## config.mk

```make
export PLATFORM = sky130hd
export DESIGN_NAME = exec_control_flat
export DESIGN_NICKNAME = d
export VERILOG_FILES = /design/src/rtl/exec_control_if.sv /design/src/rtl/exec_control.sv /design/src/flat_wrapper.sv
export SDC_FILE = /design/constraint.sdc
export NUM_CORES = 1
export LEC_CHECK = 0
export BUFFER_PORTS_ARGS = -buffer_cell sky130_fd_sc_hd__buf_4
export CELL_PAD_IN_SITES_DETAIL_PLACEMENT = 1
export CELL_PAD_IN_SITES_GLOBAL_PLACEMENT = 1
export CORE_MARGIN = 3
export CORE_UTILIZATION = 35
export DETAILED_ROUTE_END_ITERATION = 10
export PLACE_DENSITY = 0.73
export SLEW_MARGIN = 40
export SYNTH_ARGS = -nofsm -noshare
export SYNTH_HDL_FRONTEND = slang
export SYNTH_SLANG_ARGS = --single-unit
```

## constraint.sdc

```tcl
create_clock -name clk -period 6.2 [get_ports clk]
set_input_delay 0.31 -clock clk [delete_from_list [all_inputs] [get_ports clk]]
set_output_delay 0.31 -clock clk [all_outputs]
set_load 0.01 [all_outputs]
```

## src/rtl/exec_control_if.sv

```systemverilog
`default_nettype none
// ============================================================
// Module   : exec_control_if
// Desc     : instruction-memory link: instruction in, PC advance/load out
// Revision : 1.0
// ============================================================
interface exec_control_if #(
  parameter int INSTR_W = 10,
  parameter int BA_W    = 4
) ();
  logic [INSTR_W-1:0] instruction;
  logic               done;
  logic               branch;
  logic [BA_W-1:0]    branchaddress;

  modport master (input instruction, output done, branch, branchaddress);
  modport slave  (output instruction, input done, branch, branchaddress);
endinterface
`default_nettype wire

```

## src/rtl/exec_control.sv

```systemverilog
`default_nettype none
// ============================================================
// Module   : exec_control
// Desc     : execute stage + control FSM; EXEC_BRZ_EN enables BRZ (op 1001)
// Revision : 1.0
// ============================================================
module exec_control #(
  parameter int OP_SIZE  = 4,
  parameter int ARG_SIZE = 3,
  parameter int ARG_NUM  = 2,
  parameter int DATA_W   = 8
) (
  input  wire                 clk,
  input  wire                 rst,
  input  wire                 run,
  input  wire  [DATA_W-1:0]   din,
  input  wire  [ARG_SIZE-1:0] dbg_sel,
  exec_control_if.master      imem,
  output logic                busy,
  output logic                zero,
  output logic [DATA_W-1:0]   dbg_data
);
  localparam int INSTR_W  = OP_SIZE + ARG_NUM * ARG_SIZE;
  localparam int BA_W     = 4;
  localparam int NUM_REGS = 6;

  localparam logic [2:0] S_IDLE   = 3'd0;
  localparam logic [2:0] S_DECODE = 3'd1;
  localparam logic [2:0] S_EXEC   = 3'd2;
  localparam logic [2:0] S_ALU    = 3'd3;
  localparam logic [2:0] S_RETIRE = 3'd4;

  localparam logic [OP_SIZE-1:0] OP_LOAD = OP_SIZE'(0);
  localparam logic [OP_SIZE-1:0] OP_MOVE = OP_SIZE'(1);
  localparam logic [OP_SIZE-1:0] OP_ADD  = OP_SIZE'(2);
  localparam logic [OP_SIZE-1:0] OP_XOR  = OP_SIZE'(3);
  localparam logic [OP_SIZE-1:0] OP_BR   = OP_SIZE'(8);
`ifdef EXEC_BRZ_EN
  localparam logic [OP_SIZE-1:0] OP_BRZ  = OP_SIZE'(9);
`endif

  logic [2:0]          state_q, state_d;
  logic [INSTR_W-1:0]  ir_q, ir_d;
  logic [DATA_W-1:0]   t_q, t_d;
  logic                zero_q, zero_d;
  logic [DATA_W-1:0]   regs_q [1:NUM_REGS];
  logic [DATA_W-1:0]   regs_d [1:NUM_REGS];

  logic [OP_SIZE-1:0]  op;
  logic [ARG_SIZE-1:0] rx, ry;
  logic                take_branch;
  logic                wr_en;
  logic [DATA_W-1:0]   wr_data;
  logic [DATA_W-1:0]   alu_res;

  assign op = ir_q[INSTR_W-1 -: OP_SIZE];
  assign rx = ir_q[ARG_SIZE +: ARG_SIZE];
  assign ry = ir_q[0 +: ARG_SIZE];

  // Index 0 (NA) and 7 (PC) have no storage and read as zero.
  function automatic logic [DATA_W-1:0] read_reg(input logic [ARG_SIZE-1:0] idx);
    read_reg = '0;
    for (int i = 1; i <= NUM_REGS; i++) begin
      if (idx == ARG_SIZE'(i)) read_reg = regs_q[i];
    end
  endfunction

  always_ff @(posedge clk or posedge rst) begin
    if (rst) state_q <= S_IDLE;
    else     state_q <= state_d;
  end

  always_ff @(posedge clk or posedge rst) begin
    if (rst) begin
      ir_q   <= '0;
      t_q    <= '0;
      zero_q <= 1'b0;
      for (int i = 1; i <= NUM_REGS; i++) regs_q[i] <= '0;
    end else begin
      ir_q   <= ir_d;
      t_q    <= t_d;
      zero_q <= zero_d;
      for (int i = 1; i <= NUM_REGS; i++) regs_q[i] <= regs_d[i];
    end
  end

  always_comb begin
    take_branch = 1'b0;
    if (state_q == S_EXEC) begin
      if (op == OP_BR) take_branch = 1'b1;
`ifdef EXEC_BRZ_EN
      else if (op == OP_BRZ && zero_q) take_branch = 1'b1;
`endif
    end
  end

  always_comb begin
    state_d = state_q;
    case (state_q)
      S_IDLE:   state_d = run ? S_DECODE : S_IDLE;
      S_DECODE: state_d = S_EXEC;
      S_EXEC: begin
        if (take_branch)                      state_d = run ? S_DECODE : S_IDLE;
        else if (op == OP_ADD || op == OP_XOR) state_d = S_ALU;
        else                                  state_d = S_RETIRE;
      end
      S_ALU:    state_d = S_RETIRE;
      S_RETIRE: state_d = run ? S_DECODE : S_IDLE;
      default:  state_d = S_IDLE;
    endcase
  end

  always_comb begin
    ir_d    = ir_q;
    t_d     = t_q;
    zero_d  = zero_q;
    regs_d  = regs_q;
    wr_en   = 1'b0;
    wr_data = '0;
    alu_res = (op == OP_ADD) ? (t_q + read_reg(ry)) : (t_q ^ read_reg(ry));
    case (state_q)
      S_DECODE: ir_d = imem.instruction;
      S_EXEC: begin
        case (op)
          OP_LOAD: begin wr_en = 1'b1; wr_data = din;          end
          OP_MOVE: begin wr_en = 1'b1; wr_data = read_reg(ry); end
          OP_ADD, OP_XOR: t_d = read_reg(rx);
          default: ;
        endcase
      end
      S_ALU: begin
        wr_en   = 1'b1;
        wr_data = alu_res;
        zero_d  = (alu_res == '0);
      end
      default: ;
    endcase
    for (int i = 1; i <= NUM_REGS; i++) begin
      if (wr_en && rx == ARG_SIZE'(i)) regs_d[i] = wr_data;
    end
  end

  always_comb begin
    busy               = (state_q != S_IDLE);
    imem.done          = (state_q == S_RETIRE);
    imem.branch        = take_branch;
    imem.branchaddress = take_branch ? ir_q[BA_W-1:0] : '0;
    zero               = zero_q;
    dbg_data           = read_reg(dbg_sel);
  end
endmodule
`default_nettype wire

```

## src/flat_wrapper.sv

```systemverilog
// flat-port wrapper written by rule: the top's interface ports become plain ports
module exec_control_flat 
#(
  parameter int OP_SIZE  = 4,
  parameter int ARG_SIZE = 3,
  parameter int ARG_NUM  = 2,
  parameter int DATA_W   = 8
)
  (clk, rst, run, din, dbg_sel, busy, zero, dbg_data, imem_instruction, imem_done, imem_branch, imem_branchaddress);
  exec_control_if imem_i ();
  input  wire clk;
  input  wire rst;
  input  wire run;
  input  wire  [DATA_W-1:0] din;
  input  wire  [ARG_SIZE-1:0] dbg_sel;
  output logic busy;
  output logic zero;
  output logic [DATA_W-1:0] dbg_data;
  input wire logic [$bits(imem_i.instruction)-1:0] imem_instruction;
  output wire logic [$bits(imem_i.done)-1:0] imem_done;
  output wire logic [$bits(imem_i.branch)-1:0] imem_branch;
  output wire logic [$bits(imem_i.branchaddress)-1:0] imem_branchaddress;
  assign imem_i.instruction = imem_instruction;
  assign imem_done = imem_i.done;
  assign imem_branch = imem_i.branch;
  assign imem_branchaddress = imem_i.branchaddress;
  exec_control #(.OP_SIZE(OP_SIZE), .ARG_SIZE(ARG_SIZE), .ARG_NUM(ARG_NUM), .DATA_W(DATA_W)) u_core (.clk(clk), .rst(rst), .run(run), .din(din), .dbg_sel(dbg_sel), .imem(imem_i), .busy(busy), .zero(zero), .dbg_data(dbg_data));
endmodule
```

=== Yosys cells after proc, flatten, opt, wreduce, memory -nomap -nowiden ===
Cells that the tools add are included.

* Register bits: 70
* Input port bits: 24
* Output and inout port bits: 16
* Logic and storage cells: 83

* Add/sub/neg operators: 1
* Equality and inequality tests: 26
* Muxes and demuxes: 30
* Bitwise logic cells: 1
* Reduce and logical (&&, ||, !) cells: 15

{| class="wikitable"
|+ Operators with widths
! kind !! count
|-
| 8-bit 2-to-1 mux || 19
|-
| 8-bit one-hot mux with 2 select lines || 2
|-
| 3-bit equality test (second input constant) || 10
|-
| 3-bit by 2-bit equality test with 1-bit output (second input constant) || 8
|-
| 3-bit by 1-bit equality test with 1-bit output (second input constant) || 4
|-
| 3-bit one-hot mux with 4 select lines || 1
|-
| 8-bit adder || 1
|-
| 4-bit by 2-bit equality test with 1-bit output (second input constant) || 2
|-
| 8-bit zero test || 1
|-
| 8-bit bitwise XOR || 1
|-
| 1-bit logical AND || 6
|-
| 3-bit 2-to-1 mux || 2
|-
| 2-bit OR reduction || 3
|-
| 4-bit by 1-bit equality test with 1-bit output (second input constant) || 1
|-
| 4-bit equality test (second input constant) || 1
|-
| 4-bit zero test || 1
|-
| 1-bit 2-to-1 mux || 4
|-
| 4-bit 2-to-1 mux || 1
|-
| 3-bit zero test || 1
|-
| 3-bit nonzero test || 1
|-
| 1-bit one-hot mux with 2 select lines || 1
|-
| 2-bit AND reduction || 1
|-
| 1-bit logical OR || 1
|}

=== Longest topological paths before layout ===
Gate-level depths: netlist of run 1.

* Depth in word-level cells: 10
* Depth in mapped cells: 12
* Gate-level depth less buffers: 11

=== Worst setup path before layout of run 1 ===
OpenSTA, ideal clock, no wires.

* Kind: register to register
* From: register u_core.ir_q[0]
* To: register u_core.zero_q (netlist: u_core.zero)
* Library setup time: 104 ps
* Data arrival time: 2793 ps
* Data required time: 6096 ps
* Path slack: 3303 ps
* Stages on the path, launching flop included: 11
* Path buffers: 1
* Period minus slack after synthesis: 2897 ps
* Path through: dfrtp_1 -> buf_2 -> and2b_1 -> a221oi_1 -> a21oi_1 -> ha_1 -> a211oi_1 -> o21ba_2 -> o21ai_2 -> or4_4 -> o41ai_2

* Cells in the longest elaborated chain, start to end: 10
* Elaborated cells on any way between the ends: 16
* Classes of those cells: add/sub (1); eq/ne (6); mux (7); bitwise (1); reduce/logical (1)

{| class="wikitable"
|+ Ends and longest elaborated chain
! element !! RTL line !! text
|-
| from (decl) || exec_control.sv:43 || <nowiki>logic [INSTR_W-1:0] ir_q, ir_d;</nowiki>
|-
| from (signal assigned) || exec_control.sv:80 || <nowiki>ir_q <= ir_d;</nowiki>
|-
| 3-bit by 1-bit equality test with 1-bit output || exec_control.sv:64 || <nowiki>if (idx == ARG_SIZE'(i)) read_reg = regs_q[i];</nowiki>
|-
| 8-bit 2-to-1 mux || exec_control.sv:64 ||
|-
| 8-bit 2-to-1 mux (4 in a row) || -- ||
|-
| 8-bit 2-to-1 mux (*) || -- ||
|-
| 8-bit adder or 8-bit bitwise XOR (tied branches) || exec_control.sv:120 || <nowiki>alu_res = (op == OP_ADD) ? (t_q + read_reg(ry)) : (t_q ^ read_reg(ry));</nowiki>
|-
| 8-bit 2-to-1 mux (*) || exec_control.sv:120 ||
|-
| 8-bit zero test (*) || exec_control.sv:134 || <nowiki>zero_d = (alu_res == '0);</nowiki>
|-
| to (signal assigned) || exec_control.sv:82 || <nowiki>zero_q <= zero_d;</nowiki>
|-
| to (decl) || exec_control.sv:45 || <nowiki>logic zero_q, zero_d;</nowiki>
|}

Every way passes the cells marked *; elsewhere a longest branch is shown, timed or not.
A chain may end at the register's enable or synchronous reset.

=== Worst setup path in the final report of run 1 ===
* From: register u_core.ir_q[1]
* To: register u_core.regs_q[19] (netlist name)

* Cells in the longest elaborated chain, start to end: 10
* Elaborated cells on any way between the ends: 17
* Classes of those cells: add/sub (1); eq/ne (6); mux (9); bitwise (1)

{| class="wikitable"
|+ Ends and longest elaborated chain
! element !! RTL line !! text
|-
| 3-bit by 1-bit equality test with 1-bit output || exec_control.sv:64 ||
|-
| 8-bit 2-to-1 mux (5 in a row) || exec_control.sv:64 ||
|-
| 8-bit 2-to-1 mux (*) || exec_control.sv:64 ||
|-
| 8-bit adder or 8-bit bitwise XOR (tied branches) || exec_control.sv:120 ||
|-
| 8-bit 2-to-1 mux || exec_control.sv:120 ||
|-
| 8-bit one-hot mux with 2 select lines (*) || exec_control.sv:121 || <nowiki>case (state_q)</nowiki>
|-
| to (decl) || exec_control.sv:46 || <nowiki>logic [DATA_W-1:0] regs_q [1:NUM_REGS];</nowiki>
|}

Marks and branches as above.

==> metrics.md, run 1 <==
| Metric | Value |
|---|---|
| Crit path from | u_core.ir_q[1] |
| Largest net degree at the start of global routing | 71 |
| Outcome | finished, final reports clean |
| CP Data Arrival Time | roughly 4 ns |
| Hold Vio Cnt, Final | 0 |
| Ant. Diodes | 0 |
| Final-report setup violation count | 0 |
| Peak supply drop | about 0.23 mV |
| Critical Path Start Type | flip-flop |
| First-pass GRT wire length | around 26 mm |
| RSZ-0062 raised after global routing | no |
| Fill cell count | between 1000 and 1500 |
| Core ar. | 12300 um^2 |
| Critical-path cell list | nor2b_1 > a22oi_1 > a21oi_1 > ha_1 > a211oi_1 > o21ba_2 > o21ai_2 > a221oi_1 > o21ai_0 |
| Max-slew violation total from the final report | 0 |
| Final Wtd Congestion | just under 0.9 |
| Final period utilization | 60.2% |
| Vias in the first global route | between 4000 and 5000 |
| H-Tree Depth | 3 |
| Die width | 120 um |
| Max Cap Viol | 0 |
| Die ar. | between 10000 and 15000 um^2 |
| Synth Flop Type | dfrtp_1 |
| Post-synth design cell area | between 4000 and 5000 um^2 |
| Setup TNS | 0 ns |
| Routed wire per std cell | ~23 um |
| Crit Path Class | reg -> reg |
| CTS tree | built |
| Synthesized area per cell | between 9 and 10 um^2 |
| TritonCTS Buffers | 9 |
| Placement Setup Slack | between 2 and 2.5 ns |
| CP max-delay cell | a221oi_1 |
| Worst min-delay path class | in -> async |
| Post-synth ARST share | 100% |
| # IOs | 40 |
| Hold buffer count at CTS | 0 |
| CP required | between 6 and 7 ns |
| Synthesis-stage register bit count | 70 |
| Synth Instances | 500 |
| Initial core utilization | a little under two fifths |
| Tmin final | roughly 3.7 ns |
| PwrDens | between 600 and 700 nW/um^2 |
| CTS max path bufs | 2 |
| Max_slew headroom | between 40% and 50% |
| Leak | around 2.2 nW |
| Vias | around 4200 |
| DRC viols | 0 |
| Post_cts resized | 0 |
| Post-synth EDFFs | 0 |
| Routed Wire Length | about 16 mm |
| Iteration-0 DRC Markers | 309 |
| GRT Total Usage | 23.1% |
| Clock sink count | 70 |
| Die span in y | ~120 um |
| YS warnings | 0 |
| ANT nets after route | 0 |
| Layout net count | around 560 |
| Share of layout cells above drive strength 1 | a little over a fifth |
| F_max | around 270 MHz |
| Worst Skew | about 0.0082 ns |
| Root buffer cell | clkbuf_16 |
| Port Buffer Count | 39 |
| Sequential area share after synthesis | roughly two fifths |
| Most frequent cells in the layout | 68 x dfrtp_1, 60 x nor2_1, 53 x a21oi_1 |
| Initial antenna violation count | 0 |
| Residual overflow from global routing | 0 |
| CP max FO | 12 |
| FF-to-FF Start | u_core.ir_q[1] |
| Worst slew pin tran | slightly below 0.9 ns |
| # rows | 40 |
| Setup ws final | between 2 and 2.5 ns |
| Most common cell after layout, fill and taps aside | dfrtp_1 |
| Clk pin slew, worst setup/hold paths | roughly 0.060 ns |
| Pre-antenna DRT Iters | 4 |
| Number of vias per cell | about 6.0 |
| Net Count, Synth | about 540 |
| CP max stage delay | 0.64 ns |
| Post-CTS Setup Bufs | 0 |
| DP Wirelength | between 10 and 15 mm |
| Endpoint type of the worst setup path | flip-flop |
| Synthesis-to-layout area growth | 16.6% |
| Clk Latency, worst-skew pair | between 0.3 and 0.4 ns |
| Unique masters post-synth | between 50 and 60 |
## cell usage after synthesis (2+ instances only)
cell / count / area [um^2]
a211oi_1: 8 / 60.1
a21o_1: 8 / 60.1
a21oi_1: 53 / 265
a221oi_1: 23 / 201
a222oi_1: 3 / 30.0
a22oi_1: 9 / 67.6
a31oi_1: 19 / 119
and2_1: 7 / 43.8
buf_1: 7 / 26.3
buf_6: 3 / 33.8
clkbuf_1: 24 / 90.1
dfrtp_1: 70 / 1750
ha_1: 10 / 125
inv_1: 14 / 52.6
mux2_2: 34 / 383
mux2i_1: 19 / 190
mux4_2: 2 / 45.0
nand2_1: 34 / 128
nand2b_1: 6 / 37.5
nand3_1: 6 / 30.0
nand3b_1: 2 / 15.0
nor2_1: 60 / 225
nor2b_1: 8 / 50.1
nor3_1: 3 / 15.0
o211ai_1: 3 / 22.5
o21ai_0: 29 / 145
or3_1: 4 / 25.0
xor2_1: 4 / 35.0
## final timing paths
check / cells after the start / to / slack (ns)
hold / removal: 3 / u_core.ir_q[7] / 0.14
max in group asynchronous: 3 / u_core.ir_q[3] / 5.52
setup reg to reg: 9 / u_core.regs_q[19] / 2.47
hold reg to reg: 1 / u_core.t_q[0] / 0.50
min in group clk: 3 / u_core.ir_q[5] / 0.18
setup / recovery: 9 / u_core.regs_q[19] / 2.47
## power breakdown
part	total (mW)	internal, mW	switching (mW)
clock network	0.564	0.362	0.202
registers	1.04	0.675	0.368
logic	1.57	0.700	0.873
total	3.18	1.74	1.44
## flip-flops by register name (all words and copies together) (netlist names)
register,count
u_core.ir_q,10
u_core.state_q,3
u_core.regs_q,48
u_core.zero,1
u_core.t_q,8
## critical path: cells and delay by family (launching register included)
family / cells / cell delay, ns
AOI/OAI and AO/OA: 7 / 2.12
adders and majority gates: 1 / 0.32
DFF: 1 / 0.62
and+or+nand+nor: 1 / 0.52
## kinds of logic after synthesis
kind of cell | synth area share (%)
muxes | 13.7
and+or+nand+nor | 15.0
AOI/OAI and AO/OA | 24.1
DFF | 38.7
buffers and inverters | 4.59
xor gates and xnor gates | 0.774
adders and majority gates | 3.21
## final cells by class
cell class              count  area (um^2)  share of cell area [%]
repair buffers             46          342                    6.47
flip-flops and latches     70         1750                    33.2
inverters                  14         52.6                   0.996
clock inverters             4         70.1                    1.33
multi-input cells         381         2600                    49.3
well taps                 168          210                    3.98
clock buffers              12          246                    4.67
## metrics by stage
step | hold slack, ns | instances | cell area [um^2] | total power [mW] | utilization [%]
final | 0.136 | 695 | 5280 | 3.18 | 42.9
after global routing | 0.206 | 695 | 5280 | 3.41 | 42.9
after CTS | 0.171 | 695 | 5270 | 3.17 | 42.8
after detailed placement | 0.482 | 679 | 4950 | 2.58 | 40.2
after global placement | 0.476 | 677 | 4920 | 2.47 | 39.9
after floorplan | 0.427 | 500 | 4530 | 2.09 | -
## routing by layer
metal	global-route usage, %	vias up	part of all wire [%]
li1	-	1887	-
met5	0	-	0
met2	38.4	116	49
met1	29.8	2141	42
met3	2.78	35	5.3
met4	11.0	0	3.3
Power figures use the tool's default switching activity.
==> run 2, diff against run 1 <==
--- a/config.mk
+++ b/config.mk
@@ -11,7 +11,7 @@
 export CORE_MARGIN = 3
 export CORE_UTILIZATION = 35
 export DETAILED_ROUTE_END_ITERATION = 10
-export PLACE_DENSITY = 0.73
+export PLACE_DENSITY = 0.75
 export SLEW_MARGIN = 40
 export SYNTH_ARGS = -nofsm -noshare
 export SYNTH_HDL_FRONTEND = slang
==> constraint.sdc (replaced) <==
create_clock -name clk -period 3.3 [get_ports clk]
set_input_delay 0.165 -clock clk [delete_from_list [all_inputs] [get_ports clk]]
set_output_delay 0.165 -clock clk [all_outputs]
set_load 0.01 [all_outputs]
==> run 2 against run 1 <==
Clock skew up 0.0018 ns; clock-buffer cell count down 1; sequential cell count unchanged; critical path type unchanged; critical endpoint is now u_core.zero; highest routed layer unchanged.
==> metrics.md, run 2 (synthesis results as in run 1) <==
| Metric | Value |
|---|---|
| Clk pin slew, worst setup/hold paths | roughly 0.06 ns |
| CTS tree | built |
| Peak supply drop | ~0.38 mV |
| Routed Wire Length | 15.8 mm |
| Worst slew pin tran | 0.818 ns |
| Worst Skew | roughly 0.010 ns |
| Routed wire per std cell | 22.3 um |
| Clock sink count | 70 |
| # IOs | 40 |
| Post-route cell area | ~5400 um^2 |
| Register share of total power | 31.2% |
| First-pass GRT wire length | 25.7 mm |
| Die ar. | around 14000 um^2 |
| RSZ-0062 raised after global routing | no |
| Hold Path Stages | 3 |
| DP Area | 5060 um^2 |
| Synthesis-to-layout area growth | 19.3% |
| Tmin final | slightly above 3 ns |
| Final period utilization | roughly 94% |
| Biggest register | u_core.regs_q |
| Max_slew headroom | about 45% |
| Endpoint type of the worst setup path | flip-flop |
| Part of the power in combinational logic | between 50 and 60% |
| Largest net degree at the start of global routing | 48 |
| Fill cell count | 1470 |
| Number of vias per cell | between 5 and 6 |
| Die width | approximately 120 um |
| TritonCTS Buffers | 9 |
| Final Wtd Congestion | 0.941 |
| Setup TNS | 0 ns |
| Max-slew violation total from the final report | 0 |
| Critical Path Start Type | flip-flop |
| Root buffer cell | clkbuf_16 |
| GRT Total Usage | 23.2% |
| F_max | 324 MHz |
| Hold Vio Cnt, Final | 0 |
| Pre-antenna DRT Iters | 5 |
| CP max FO | 7 |
| CP required | around 3.6 ns |
| Outcome | finished, final reports clean |
| Die span in y | approximately 120 um |
| Initial antenna violation count | 0 |
| CP max-delay cell | or4_4 |
| Cell Int Power | 3.31 mW |
| ANT nets after route | 0 |
| Vias | roughly 4200 |
| Ant. Diodes | 0 |
| CTS max path bufs | 2 |
| CP max stage delay | around 0.53 ns |
| # rows | 40 |
| Core Util, Final | a little over two fifths |
| Most frequent cells in the layout | 68 x dfrtp_1, 62 x buf_4, 60 x nor2_1 |
| Vias in the first global route | approximately 4500 |
| Port Buffer Count | 39 |
| Share of layout cells above drive strength 1 | 25.0% |
| PwrDens | 1110 nW/um^2 |
| Core ar. | ~12000 um^2 |
| Top Registers | u_core.regs_q (48), u_core.ir_q (10), u_core.t_q (8) |
| DRC viols | 0 |
| Tot Pwr | roughly 6 mW |
| Critical-path cell list | buf_4 > mux2_2 > a22oi_1 > a21oi_2 > ha_1 > inv_1 > fa_1 > nand3b_1 > a21oi_1 > xor2_1 > or4_4 > o41ai_2 |
| Leak | 2.32 nW |
| Reg2Reg Depth | 12 |
| Clk Latency, worst-skew pair | approximately 0.35 ns |
| H-Tree Depth | 3 |
| Initial core utilization | 36.8% |
| Residual overflow from global routing | 0 |
| Worst min-delay path class | in -> reg |
| Switch share | between 40 and 50% |
| DP Wirelength | approximately 12 mm |
| Crit Path Class | reg -> reg |
| Max reg flops | 48 |
| CP Data Arrival Time | approximately 3.3 ns |
| Net switching power | about 2.7 mW |
| Clock Power Share | around 16% |
| Iteration-0 DRC Markers | about 310 |
| Most common cell after layout, fill and taps aside | dfrtp_1 |
| Layout net count | between 500 and 600 |
| Max Cap Viol | 0 |
| Final-report setup violation count | 0 |
## run 2: what timing repair did
item	CTS	global route
resized for setup	0	8
hold buffers	1	0
hold endpoints to repair	23	0
buffers inserted	0	0
setup endpoints to repair	0	28
## run 2: area by class of cell
type | instances | area [um^2] | area share, %
multi-input cells | 381 | 2610 | 48.3
clock inverters | 4 | 47.5 | 0.880
well taps | 168 | 210 | 3.89
flip-flops and latches | 70 | 1750 | 32.5
inverters | 14 | 52.6 | 0.973
clock buffers | 11 | 243 | 4.49
repair buffers | 64 | 487 | 9.01
## run 2: critical path, delay by kind of cell (launching register included)
family,cells,cell delay [ns]
AOI/OAI and AO/OA,4,0.62
adders and majority gates,2,0.65
and+or+nand+nor,2,0.71
xor gates and xnor gates,1,0.10
muxes,1,0.21
DFF,1,0.46
buffers and inverters,2,0.24
## run 2: path summary, 6_finish.rpt
check	startpoint	slack (ns)	end
setup / recovery	u_core.ir_q[0]	0.21	u_core.zero
hold / removal	imem_instruction[5]	0.04	u_core.ir_q[5]
setup reg to reg	u_core.ir_q[0]	0.21	u_core.zero
hold reg to reg	u_core.t_q[2]	0.49	u_core.t_q[2]
max in group asynchronous	rst	1.82	u_core.ir_q[1]
min in group asynchronous	rst	0.43	u_core.zero
## run 2: routing by layer
layer	global-route usage, %	share of wire (%)	vias up
li1	-	-	1927
met1	29.6	43	2161
met2	39.7	51	98
met3	6.08	5.3	17
met4	4.58	0.98	0
met5	0	0	-
## run 2: per-stage QoR
stage / hold slack (ns) / instances / setup WS (ns)
after global routing: 0.0446 / 712 / 0.0408
after detailed placement: 0.267 / 696 / 0.0841
after global placement: 0.239 / 696 / 0.177
after floorplan: 0.282 / 500 / 0.403
after CTS: 0.0290 / 712 / 0.0582
final: 0.0392 / 712 / 0.211
## run 2: power by group through the flow
| stage | Sequential, mW | Clock (mW) | Combinational (mW) |
|---|---|---|---|
| detailed placement | 1.86 | 0 | 3.04 |
| floorplan | 1.56 | 0 | 2.36 |
| global route | 1.94 | 1.04 | 3.52 |
| global placement | 1.83 | 0 | 2.91 |
| CTS | 1.85 | 0.993 | 3.09 |
| finish | 1.88 | 0.976 | 3.16 |
==> run 3, diff against run 2 <==
--- a/config.mk
+++ b/config.mk
@@ -5,13 +5,13 @@
 export SDC_FILE = /design/constraint.sdc
 export NUM_CORES = 1
 export LEC_CHECK = 0
-export BUFFER_PORTS_ARGS = -buffer_cell sky130_fd_sc_hd__buf_4
 export CELL_PAD_IN_SITES_DETAIL_PLACEMENT = 1
 export CELL_PAD_IN_SITES_GLOBAL_PLACEMENT = 1
 export CORE_MARGIN = 3
 export CORE_UTILIZATION = 35
 export DETAILED_ROUTE_END_ITERATION = 10
-export PLACE_DENSITY = 0.75
+export DONT_BUFFER_PORTS = 1
+export PLACE_DENSITY = 0.72
 export SLEW_MARGIN = 40
 export SYNTH_ARGS = -nofsm -noshare
 export SYNTH_HDL_FRONTEND = slang
==> run 3 against run 2 <==
Critical path depth shrank 1; clock skew shrank 0.0039 ns; sequential power about the same; largest cell class unchanged.
==> metrics.md, run 3 (synthesis results as in run 1) <==
| Metric | Value |
|---|---|
| Vias in the first global route | between 4000 and 5000 |
| Iteration-0 DRC Markers | 206 |
| Root buffer cell | clkbuf_16 |
| Vias | approximately 4100 |
| Residual overflow from global routing | 0 |
| Register share of total power | 31.3% |
| Max reg flops | between 40 and 50 |
| Share of layout cells above drive strength 1 | around a fifth |
| Outcome | finished, final reports clean |
| Biggest register | u_core.regs_q |
| CTS tree | built |
| PwrDens | 1140 nW/um^2 |
| Core ar. | between 10000 and 15000 um^2 |
| Met1 global-route usage | 29.1% |
| Reg2Reg Depth | 11 |
| GRT busiest layer | met2 |
| # rows | 40 |
| DP Wirelength | ~11 mm |
| Die ar. | roughly 14000 um^2 |
| FF-to-FF Start | u_core.ir_q[1] |
| Worst Skew | around 0.0060 ns |
| CTS max path bufs | 2 |
| Fin cells | 688 |
| # IOs | 40 |
| CP Data Arrival Time | roughly 3.4 ns |
| Worst slew pin tran | between 0.8 and 0.9 ns |
| Peak supply drop | between 0.4 and 0.5 mV |
| Net switching power | 2.68 mW |
| Die span in y | between 100 and 150 um |
| Max-slew violation total from the final report | 0 |
| DP Area | a little under 5000 um^2 |
| Most frequent cells in the layout | 68 x dfrtp_1, 60 x nor2_1, 53 x a21oi_1 |
| Area of the multi-input gates | between 2000 and 3000 um^2 |
| Port Buffer Count | 0 |
| Routed wire per std cell | between 20 and 25 um |
| Crit path from | u_core.ir_q[1] |
| Final-report setup violation count | 0 |
| Hold Vio Cnt, Final | 0 |
| Pre-antenna DRT Iters | 4 |
| Tmin final | 3.13 ns |
| Max_slew headroom | 45.3% |
| TritonCTS Buffers | 9 |
| GRT Total Usage | between 20% and 30% |
| Hold Path Origin | din[0] |
| Sequential Area | ~1800 um^2 |
| Fill cell count | ~1500 |
| Part of the power in combinational logic | approximately half |
| First-pass GRT wire length | between 20 and 30 mm |
| Crit Path Class | reg -> reg |
| Initial antenna violation count | 0 |
| Worst Setup EP | u_core.zero |
| Post-route cell area | 5280 um^2 |
| Min Hold Slack | approximately 0.20 ns |
| Met3 Use GR | under 10% |
| Reg2reg setup slack | around 0.17 ns |
| Placed Cells | between 600 and 700 |
| Core Util, Final | a little over two fifths |
| Die width | approximately 120 um |
| M2 GR Usage | roughly 39% |
| CP max FO | 9 |
| Ant. Diodes | 0 |
| Cell Int Power | 3.36 mW |
| Initial core utilization | ~37% |
| Most common cell after layout, fill and taps aside | dfrtp_1 |
| Top Registers | u_core.regs_q (48), u_core.ir_q (10), u_core.t_q (8) |
| Final Wtd Congestion | ~0.94 |
| Worst min-delay path class | in -> reg |
| F_max | ~320 MHz |
| Reg-to-reg endpoint | u_core.zero |
| Clk pin slew, worst setup/hold paths | 0.06 ns |
| Clock sink count | 70 |
| Largest net degree at the start of global routing | 47 |
| Number of vias per cell | 6.00 |
| H-Tree Depth | 3 |
| Setup TNS | 0 ns |
| Final period utilization | between 90% and 100% |
| Leak | roughly 2.2 nW |
| Switch share | between 40 and 50% |
| Clk Latency, worst-skew pair | 0.35 ns |
| Clock Power Share | between 15 and 20% |
| Synthesis-to-layout area growth | 16.7% |
| CP required | 3.55 ns |
| Endpoint type of the worst setup path | flip-flop |
| Layout net count | 550 |
| DRC viols | 0 |
| ANT nets after route | 0 |
| Critical Path Start Type | flip-flop |
| Max Cap Viol | 0 |
| Routed Wire Length | ~16 mm |
-- run 3: changes by cell type in the layout (fill, tap and decap cells not counted), sizes merged --
cell         previous run  this run
clkbuf                 11        10
buf                    63        27
clkinvlp                1         2
dlygate4sd3             1        12
bufinv                  1         2
-- run 3: how the worst min path moves through the flow --
stage / to / slack (ns) / cells past startpoint
after floorplan: u_core.ir_q[1] / 0.28 / 2
after global placement: u_core.state_q[0] / 0.13 / 1
after detailed placement: u_core.state_q[0] / 0.15 / 1
after CTS: u_core.regs_q[8] / 0.19 / 3
after global routing: u_core.regs_q[10] / 0.22 / 3
final: u_core.regs_q[8] / 0.20 / 3
-- run 3: critical path, stage by stage (launching register included) --
cell      delay [ns]
dfrtp_2         0.49
and2b_2         0.29
a221oi_1        0.10
a21oi_1         0.20
ha_1            0.21
inv_1           0.06
fa_1            0.45
nand3b_1        0.19
a21oi_1         0.18
xor2_1          0.12
or4_4           0.52
o41ai_2         0.19
-- run 3: cell type report --
cell class / instances / area share, %
clock inverter: 6 / 1.61
tap: 168 / 3.98
timing repair buffer: 39 / 6.49
sequential: 70 / 33.2
multi-input combinational: 381 / 49.2
clock buffer: 10 / 4.52
inverter: 14 / 0.995
-- run 3: layer usage --
metal  vias up  share of wire [%]
met5         -                  0
met4         0                2.6
met3        30                4.5
met2        88                 50
met1      2124                 43
li1       1888                  -
-- run 3: metrics by stage --
| stage | setup WS, ns | power (mW) |
|---|---|---|
| final | 0.173 | 6.03 |
| after global routing | -0.0214 | 6.50 |
| after CTS | 0.0781 | 5.98 |
| after detailed placement | 0.106 | 4.85 |
| after global placement | 0.194 | 4.68 |
| after floorplan | 0.403 | 3.92 |
-- run 3: power groups by stage --
stage,registers (mW),logic [mW],clock network [mW]
after floorplan,1.56,2.36,0
after global placement,1.87,2.81,0
after detailed placement,1.87,2.98,0
after CTS,1.86,3.03,1.09
after global routing,1.94,3.42,1.14
final,1.89,3.07,1.07
-- run 3: timing repair --
item / in CTS / in global routing
hold buffers: 12 / 0
endpoints found under the hold margin: 35 / 0
resized for setup: 0 / 6
setup endpoints to repair: 0 / 29
buffers inserted: 0 / 1
